--- src/rtl/dca_matrix_register_type3.sv ---
// rtl/dca_matrix_register_type3.sv - NUM_ROW x NUM_COL matrix register with row-stream load/drain, shifts and transpose
// Ports:
//   clk, rstnn                 clock, asynchronous active-low reset
//   init                       fill with INIT_VALUE, abort any stream
//   load_start/valid/ready/data   row-stream load (first beat ends up in row 0)
//   drain_start/valid/ready/data  row-stream drain (drain_data = row 0)
//   all_wenable/all_wdata_list2d  whole-matrix write
//   shift_up, downmost_*       rows move up, bottom row filled
//   shift_left, rightmost_*    columns move left, right column filled
//   transpose                  in-place transpose (square only)
//   all_rdata_list2d, upmost_rdata_list1d  matrix / row 0 read
//   busy, done                 stream in progress / one-cycle completion pulse
module dca_matrix_register_type3 #(
   parameter int NUM_ROW = 4,
   parameter int NUM_COL = 4,
   parameter int BW_TENSOR_SCALAR = 32,
   parameter logic [BW_TENSOR_SCALAR-1:0] RESET_VALUE = '0,
   parameter logic [BW_TENSOR_SCALAR-1:0] INIT_VALUE = RESET_VALUE,
   localparam int BW_ROW = NUM_COL*BW_TENSOR_SCALAR,
   localparam int BW_COLUMN = NUM_ROW*BW_TENSOR_SCALAR,
   localparam int BW_MATRIX = NUM_ROW*BW_ROW
) (
   input  logic                 clk,
   input  logic                 rstnn,
   input  logic                 init,
   input  logic                 load_start,
   input  logic                 load_valid,
   output logic                 load_ready,
   input  logic [BW_ROW-1:0]    load_data,
   input  logic                 drain_start,
   output logic                 drain_valid,
   input  logic                 drain_ready,
   output logic [BW_ROW-1:0]    drain_data,
   input  logic                 all_wenable,
   input  logic [BW_MATRIX-1:0] all_wdata_list2d,
   input  logic                 shift_up,
   input  logic                 downmost_wenable,
   input  logic [BW_ROW-1:0]    downmost_wdata_list1d,
   input  logic                 shift_left,
   input  logic                 rightmost_wenable,
   input  logic [BW_COLUMN-1:0] rightmost_wdata_list1d,
   input  logic                 transpose,
   output logic [BW_MATRIX-1:0] all_rdata_list2d,
   output logic [BW_ROW-1:0]    upmost_rdata_list1d,
   output logic                 busy,
   output logic                 done
);

   localparam int BW = BW_TENSOR_SCALAR;
   localparam int CW = $clog2(NUM_ROW+1);
   localparam logic [BW_MATRIX-1:0] RESET_MATRIX = {NUM_ROW*NUM_COL{RESET_VALUE}};
   localparam logic [BW_MATRIX-1:0] INIT_MATRIX  = {NUM_ROW*NUM_COL{INIT_VALUE}};
   localparam logic [BW_ROW-1:0]    INIT_ROW     = {NUM_COL{INIT_VALUE}};
   localparam logic [BW_COLUMN-1:0] INIT_COLUMN  = {NUM_ROW{INIT_VALUE}};
   localparam logic [CW-1:0]        LAST_BEAT    = CW'(NUM_ROW-1);

   typedef enum logic [1:0] {IDLE, LOAD, DRAIN} state_t;

   state_t               state, state_next;
   logic [CW-1:0]        cnt, cnt_next;
   logic [BW_MATRIX-1:0] mat, mat_next, mat_tr;
   logic                 done_q, done_next;

   // Row r takes row r+1; the new bottom row is fill.
   function automatic logic [BW_MATRIX-1:0] rows_up(input logic [BW_MATRIX-1:0] m,
                                                    input logic [BW_ROW-1:0] fill);
      logic [BW_MATRIX-1:0] o;
      o = m;
      for (int r = 0; r < NUM_ROW-1; r++)
         o[r*BW_ROW +: BW_ROW] = m[(r+1)*BW_ROW +: BW_ROW];
      o[(NUM_ROW-1)*BW_ROW +: BW_ROW] = fill;
      return o;
   endfunction

   // Element (r,c) takes (r,c+1); element r of fill lands in the last column of row r.
   function automatic logic [BW_MATRIX-1:0] cols_left(input logic [BW_MATRIX-1:0] m,
                                                      input logic [BW_COLUMN-1:0] fill);
      logic [BW_MATRIX-1:0] o;
      o = m;
      for (int r = 0; r < NUM_ROW; r++) begin
         for (int c = 0; c < NUM_COL-1; c++)
            o[(r*NUM_COL+c)*BW +: BW] = m[(r*NUM_COL+c+1)*BW +: BW];
         o[(r*NUM_COL+NUM_COL-1)*BW +: BW] = fill[r*BW +: BW];
      end
      return o;
   endfunction

   // Non-square shapes get an identity so a transpose request leaves the matrix untouched.
   generate
      if (NUM_ROW == NUM_COL) begin : g_square
         always_comb begin
            mat_tr = mat;
            for (int r = 0; r < NUM_ROW; r++)
               for (int c = 0; c < NUM_COL; c++)
                  mat_tr[(r*NUM_COL+c)*BW +: BW] = mat[(c*NUM_COL+r)*BW +: BW];
         end
      end else begin : g_rect
         assign mat_tr = mat;
      end
   endgenerate

   always_ff @(posedge clk or negedge rstnn) begin
      if (!rstnn) begin
         state  <= IDLE;
         cnt    <= '0;
         mat    <= RESET_MATRIX;
         done_q <= 1'b0;
      end else begin
         state  <= state_next;
         cnt    <= cnt_next;
         mat    <= mat_next;
         done_q <= done_next;
      end
   end

   always_comb begin
      state_next = state;
      cnt_next   = cnt;
      mat_next   = mat;
      done_next  = 1'b0;
      if (init) begin
         // Overrides everything, including a beat handshaking this cycle.
         mat_next   = INIT_MATRIX;
         state_next = IDLE;
         cnt_next   = '0;
      end else begin
         case (state)
            IDLE: begin
               // Single-action priority chain; losers are dropped.
               if (load_start) begin
                  state_next = LOAD;
                  cnt_next   = '0;
               end else if (drain_start) begin
                  state_next = DRAIN;
                  cnt_next   = '0;
               end else if (all_wenable) begin
                  mat_next = all_wdata_list2d;
               end else if (transpose) begin
                  mat_next = mat_tr;
               end else if (shift_up) begin
                  mat_next = rows_up(mat, downmost_wenable ? downmost_wdata_list1d : INIT_ROW);
               end else if (shift_left) begin
                  mat_next = cols_left(mat, rightmost_wenable ? rightmost_wdata_list1d : INIT_COLUMN);
               end
            end
            LOAD: begin
               if (load_valid) begin
                  mat_next = rows_up(mat, load_data);
                  cnt_next = cnt + 1'b1;
                  if (cnt == LAST_BEAT) begin
                     state_next = IDLE;
                     done_next  = 1'b1;
                  end
               end
            end
            DRAIN: begin
               if (drain_ready) begin
                  mat_next = rows_up(mat, INIT_ROW);
                  cnt_next = cnt + 1'b1;
                  if (cnt == LAST_BEAT) begin
                     state_next = IDLE;
                     done_next  = 1'b1;
                  end
               end
            end
            default: state_next = IDLE;
         endcase
      end
   end

   assign load_ready          = (state == LOAD);
   assign drain_valid         = (state == DRAIN);
   assign busy                = (state != IDLE);
   assign done                = done_q;
   assign all_rdata_list2d    = mat;
   assign upmost_rdata_list1d = mat[BW_ROW-1:0];
   assign drain_data          = mat[BW_ROW-1:0];

endmodule

--- config.mk ---
export PLATFORM = sky130hd
export DESIGN_NAME = dca_matrix_register_type3
export DESIGN_NICKNAME = d
export VERILOG_FILES = /design/src/rtl/dca_matrix_register_type3.sv
export SDC_FILE = /design/constraint.sdc
export NUM_CORES = 1
export LEC_CHECK = 0
export CAP_MARGIN = 25
export CORE_AREA = 2 2 651 653
export DETAILED_ROUTE_END_ITERATION = 7
export DIE_AREA = 0 0 653 655
export PLACE_DENSITY_LB_ADDON = 0.08
export SLEW_MARGIN = 0
export SYNTH_ARGS = -nofsm -noshare
export SYNTH_HDL_FRONTEND = slang
export SYNTH_SLANG_ARGS = --single-unit
--- constraint.sdc ---
create_clock -name clk -period 2.8 [get_ports clk]
set_input_delay 0.56 -clock clk [delete_from_list [all_inputs] [get_ports clk]]
set_output_delay 0.56 -clock clk [all_outputs]
set_load 0.03 [all_outputs]
==> Implementation_results.wiki <==
{| class="wikitable"
! Metric !! Value
|-
| Die height || about 660 um
|-
| Worst VDD drop || a little under 0.0009 V
|-
| Wire length of the first global-routing pass || around 570 mm
|-
| Commonest non-fill, non-tap cell in the layout || sky130_fd_sc_hd__clkdlybuf4s50_1
|-
| Effective utilization at floorplan || 9.40%
|-
| Sequential-to-total area share from yosys stat || ~33%
|-
| Met3 Wirelength || about 26 mm
|-
| Final Routed Wirelength || between 400 and 500 mm
|-
| Total half-perimeter wirelength after legalization and detailed placement || between 300 and 400 mm
|-
| Layout Skew || about 0.046 ns
|-
| Detailed-routing iteration count for the pre-antenna-repair pass || 6
|-
| Remaining antenna violation count || 0
|-
| Floorplan Core Area || 422000 um^2
|-
| Top library cells by usage in the layout, fill and taps aside || sky130_fd_sc_hd__clkdlybuf4s50_1 (1423), sky130_fd_sc_hd__buf_4 (517), sky130_fd_sc_hd__dfrtp_1 (429)
|-
| H-tree lvl count || 3
|-
| Launch point of the critical path || state[1]
|-
| Cells after synthesis || 4282
|-
| Worst min-delay path category || in2async
|-
| CTS tree || built
|-
| Number of buffers created by CTS || 93
|-
| GRT Resource Usage Total || 20.3%
|-
| Maximum buffer depth of the clock tree || 4
|-
| Critical setup path kind || reg2reg
|-
| Number of max-capacitance violations reported || 0
|-
| Die width || 653 um
|-
| Highest net fanout along the worst path || 38
|-
| Max Clk Rate || roughly 0.36 GHz
|-
| Antenna violations before repair || about 290
|-
| Total number of vias || ~47000
|-
| Number of synthesized flops with an enable pin || 0
|-
| Data arrival time at the worst-slack endpoint || around 3.5 ns
|-
| Wire length per cell || 39.1 um
|-
| Clock Root Buffer || sky130_fd_sc_hd__clkbuf_16
|-
| Detailed Route Iter0 Violations || roughly 3700
|-
| Worst Setup End Kind || flop
|-
| Share of the clock period used by the worst path || a little over nine tenths
|-
| Final layout net count || between 6000 and 7000
|-
| Post-synth net total || just over 5000
|-
| CTS clock-pin slew for the worst setup and hold paths || approximately 0.050 ns
|-
| Final worst path period need || around 2.8 ns
|-
| Mean instance size in the synthesized netlist || between 9 and 10 um^2
|-
| I/O Buffers || between 1500 and 2000
|-
| Start of the worst register-to-register path || state[1]
|-
| Required arrival time at the worst endpoint || about 3.5 ns
|-
| Final Setup Violations || 0
|-
| Worst Setup Slack post-DPL || -0.326 ns
|-
| Setup bufs post-CTS || 0
|-
| Count of different cell masters after synthesis || 49
|-
| Pin count of the biggest net entering global routing || 95
|-
| Dominant synthesized flop cell || sky130_fd_sc_hd__dfrtp_1
|-
| Share of flip-flops with an asynchronous set or reset after synthesis || between 90% and 100%
|-
| Final-report max-slew violation count || 0
|-
| Final GP Congestion || between 0.8 and 0.9
|-
| Reg-to-reg slack, setup || about 0.033 ns
|-
| Post-route met1 wirelength || around 190 mm
|-
| DRC violation count after routing || 0
|-
| Via density per instance || just over 4
|-
| Capture point of the worst reg-to-reg path || all_rdata_list2d[180]
|-
| Routed wl met2 || between 200 and 250 mm
|-
| Number of rows created at floorplan || about 240
|-
| Setup repair after global routing missed its margin || yes
|-
| Run status || finished, final reports clean
|-
| Post-route setup slack || between 0.03 and 0.04 ns
|-
| Startpoint type of the worst setup path || flop
|-
| Total die area || between 400000 and 500000 um^2
|-
| Global-route congestion overflow total || 0
|-
| Worst setup path end || all_rdata_list2d[180]
|-
| Power density over the cells || 1170 nW/um^2
|-
| Cell area after synthesis || 39700 um^2
|-
| Number of hold violations in the final report || 0
|-
| Total number of clock tree sinks || between 500 and 600
|-
| Final design instance area without fill || between 60000 and 70000 um^2
|-
| Yosys warnings || 0
|-
| Growth of design area from synthesis to finish || 73.1%
|-
| Static Leakage || around 27 nW
|-
| Number of placed I/O pins || 1681
|-
| R2R depth || 9
|-
| Pin slew with the least headroom to its limit || between 1 and 1.5 ns
|-
| Worst max-slew margin expressed relative to the limit || ~28%
|-
| Fin Hold WS || around 0.26 ns
|-
| Highest routed metal layer || met5
|-
| Number of global-route vias before repair || ~48000
|-
| Cell area after placement || ~65000 um^2
|-
| Layout cells sized above 1 || between 20% and 30%
|-
| Worst-skew pair later-pin latency || approximately 0.83 ns
|-
| Seq cells post-synth || between 500 and 600
|}
-- metal layers --
metal | track usage (%) | vias up
met5 | 0 | -
met4 | 5.97 | 84
met3 | 4.05 | 604
met2 | 35.6 | 2226
met1 | 25.0 | 24300
li1 | - | 19600
-- Yosys cell counts, types with 6 or more instances --
master,instances,area [um^2]
sky130_fd_sc_hd__a2111oi_0,31,272
sky130_fd_sc_hd__a211oi_1,31,233
sky130_fd_sc_hd__a21o_1,32,240
sky130_fd_sc_hd__a21oi_1,308,1540
sky130_fd_sc_hd__a221o_1,35,350
sky130_fd_sc_hd__a221oi_1,248,2170
sky130_fd_sc_hd__a22oi_1,31,233
sky130_fd_sc_hd__a32o_1,103,1030
sky130_fd_sc_hd__buf_1,48,180
sky130_fd_sc_hd__buf_2,86,430
sky130_fd_sc_hd__buf_4,270,2030
sky130_fd_sc_hd__buf_6,6,67.6
sky130_fd_sc_hd__clkbuf_1,324,1220
sky130_fd_sc_hd__dfrtp_1,518,13000
sky130_fd_sc_hd__ha_1,8,100
sky130_fd_sc_hd__inv_1,101,379
sky130_fd_sc_hd__mux2_1,291,3280
sky130_fd_sc_hd__mux2_2,253,2850
sky130_fd_sc_hd__nand2_1,343,1290
sky130_fd_sc_hd__nand2b_1,194,1210
sky130_fd_sc_hd__nand3b_1,96,721
sky130_fd_sc_hd__nor2_1,74,278
sky130_fd_sc_hd__nor2b_1,38,238
sky130_fd_sc_hd__o21ai_0,76,380
sky130_fd_sc_hd__o21ai_1,67,335
sky130_fd_sc_hd__o221ai_1,253,2220
sky130_fd_sc_hd__o2bb2ai_1,283,2480
sky130_fd_sc_hd__o31ai_1,36,270
sky130_fd_sc_hd__or2_1,7,43.8
sky130_fd_sc_hd__or2_2,63,394
-- final cells by class --
type                       count  area (um^2)
fill                       47400       353000
multi-input combinational   2927        22600
timing repair buffer        2274        22400
sequential                   518        13100
tap                         5543         6940
clock buffer                 129         2700
inverter                     103          397
clock inverter                35          353
antenna                       92          230
-- sequential cells by signal (all words and copies together) (netlist names) --
register          flops
all_rdata_list2d    512
cnt                   3
done                  1
state                 2
-- critical path, stage by stage, from the launching register on --
cell and delay (ns):
sky130_fd_sc_hd__dfrtp_1 0.40, sky130_fd_sc_hd__inv_1 0.16, sky130_fd_sc_hd__ha_1 0.27, sky130_fd_sc_hd__nor2b_1 0.35
sky130_fd_sc_hd__nor4b_4 0.09, sky130_fd_sc_hd__buf_4 0.16, sky130_fd_sc_hd__buf_4 0.15, sky130_fd_sc_hd__a21oi_4 0.19
sky130_fd_sc_hd__buf_12 0.26, sky130_fd_sc_hd__mux2_1 0.38
-- logic make-up after synthesis --
family	after synthesis	share of synthesized area [%]
AO/OA/AOI/OAI	1536	29.7
adder cells (fa/ha/maj)	8	0.252
buffers and inverters	837	10.9
flip-flops	518	32.7
multiplexers	547	15.5
AND/OR/NAND/NOR	836	11.0
-- how the worst min path moves through the flow --
stage / startpoint / endpoint / cells after the start
after floorplan: rstnn / all_rdata_list2d[0] / 0
after global placement: cnt[2] / cnt[2] / 1
after detailed placement: cnt[1] / cnt[1] / 1
after CTS: rstnn / all_rdata_list2d[469] / 2
after global routing: rstnn / all_rdata_list2d[469] / 2
final: rstnn / all_rdata_list2d[469] / 2
-- report_power, final --
| group | switching, mW | leakage [nW] | total (mW) | internal, mW |
|---|---|---|---|---|
| logic | 32.2 | 18.3 | 50.8 | 18.6 |
| registers | 7.14 | 6.81 | 17.5 | 10.4 |
| clock network | 5.04 | 1.51 | 12.3 | 7.22 |
-- stage by stage --
| step | util (%) | cells | setup TNS [ns] | total power, mW |
|---|---|---|---|---|
| after floorplan | - | 4282 | 0 | 38.0 |
| after global placement | 15.5 | 11400 | -144.82 | 70.3 |
| after detailed placement | 15.5 | 11400 | -85.86 | 70.2 |
| after CTS | 16.2 | 11500 | -0.151 | 82.4 |
| after global routing | 16.2 | 11600 | -0.0382 | 84.4 |
| final | 16.3 | 11600 | 0 | 80.6 |
-- what timing repair did --
| item | CTS | global route |
|---|---|---|
| pin swaps | 0 | 0 |
| endpoints found under the setup margin | 388 | 82 |
| endpoints found under the hold margin | 11 | 0 |
| hold buffers | 1 | 0 |
| gates resized for setup | 318 | 6 |
No activity file was read; power rests on OpenSTA's default activity.
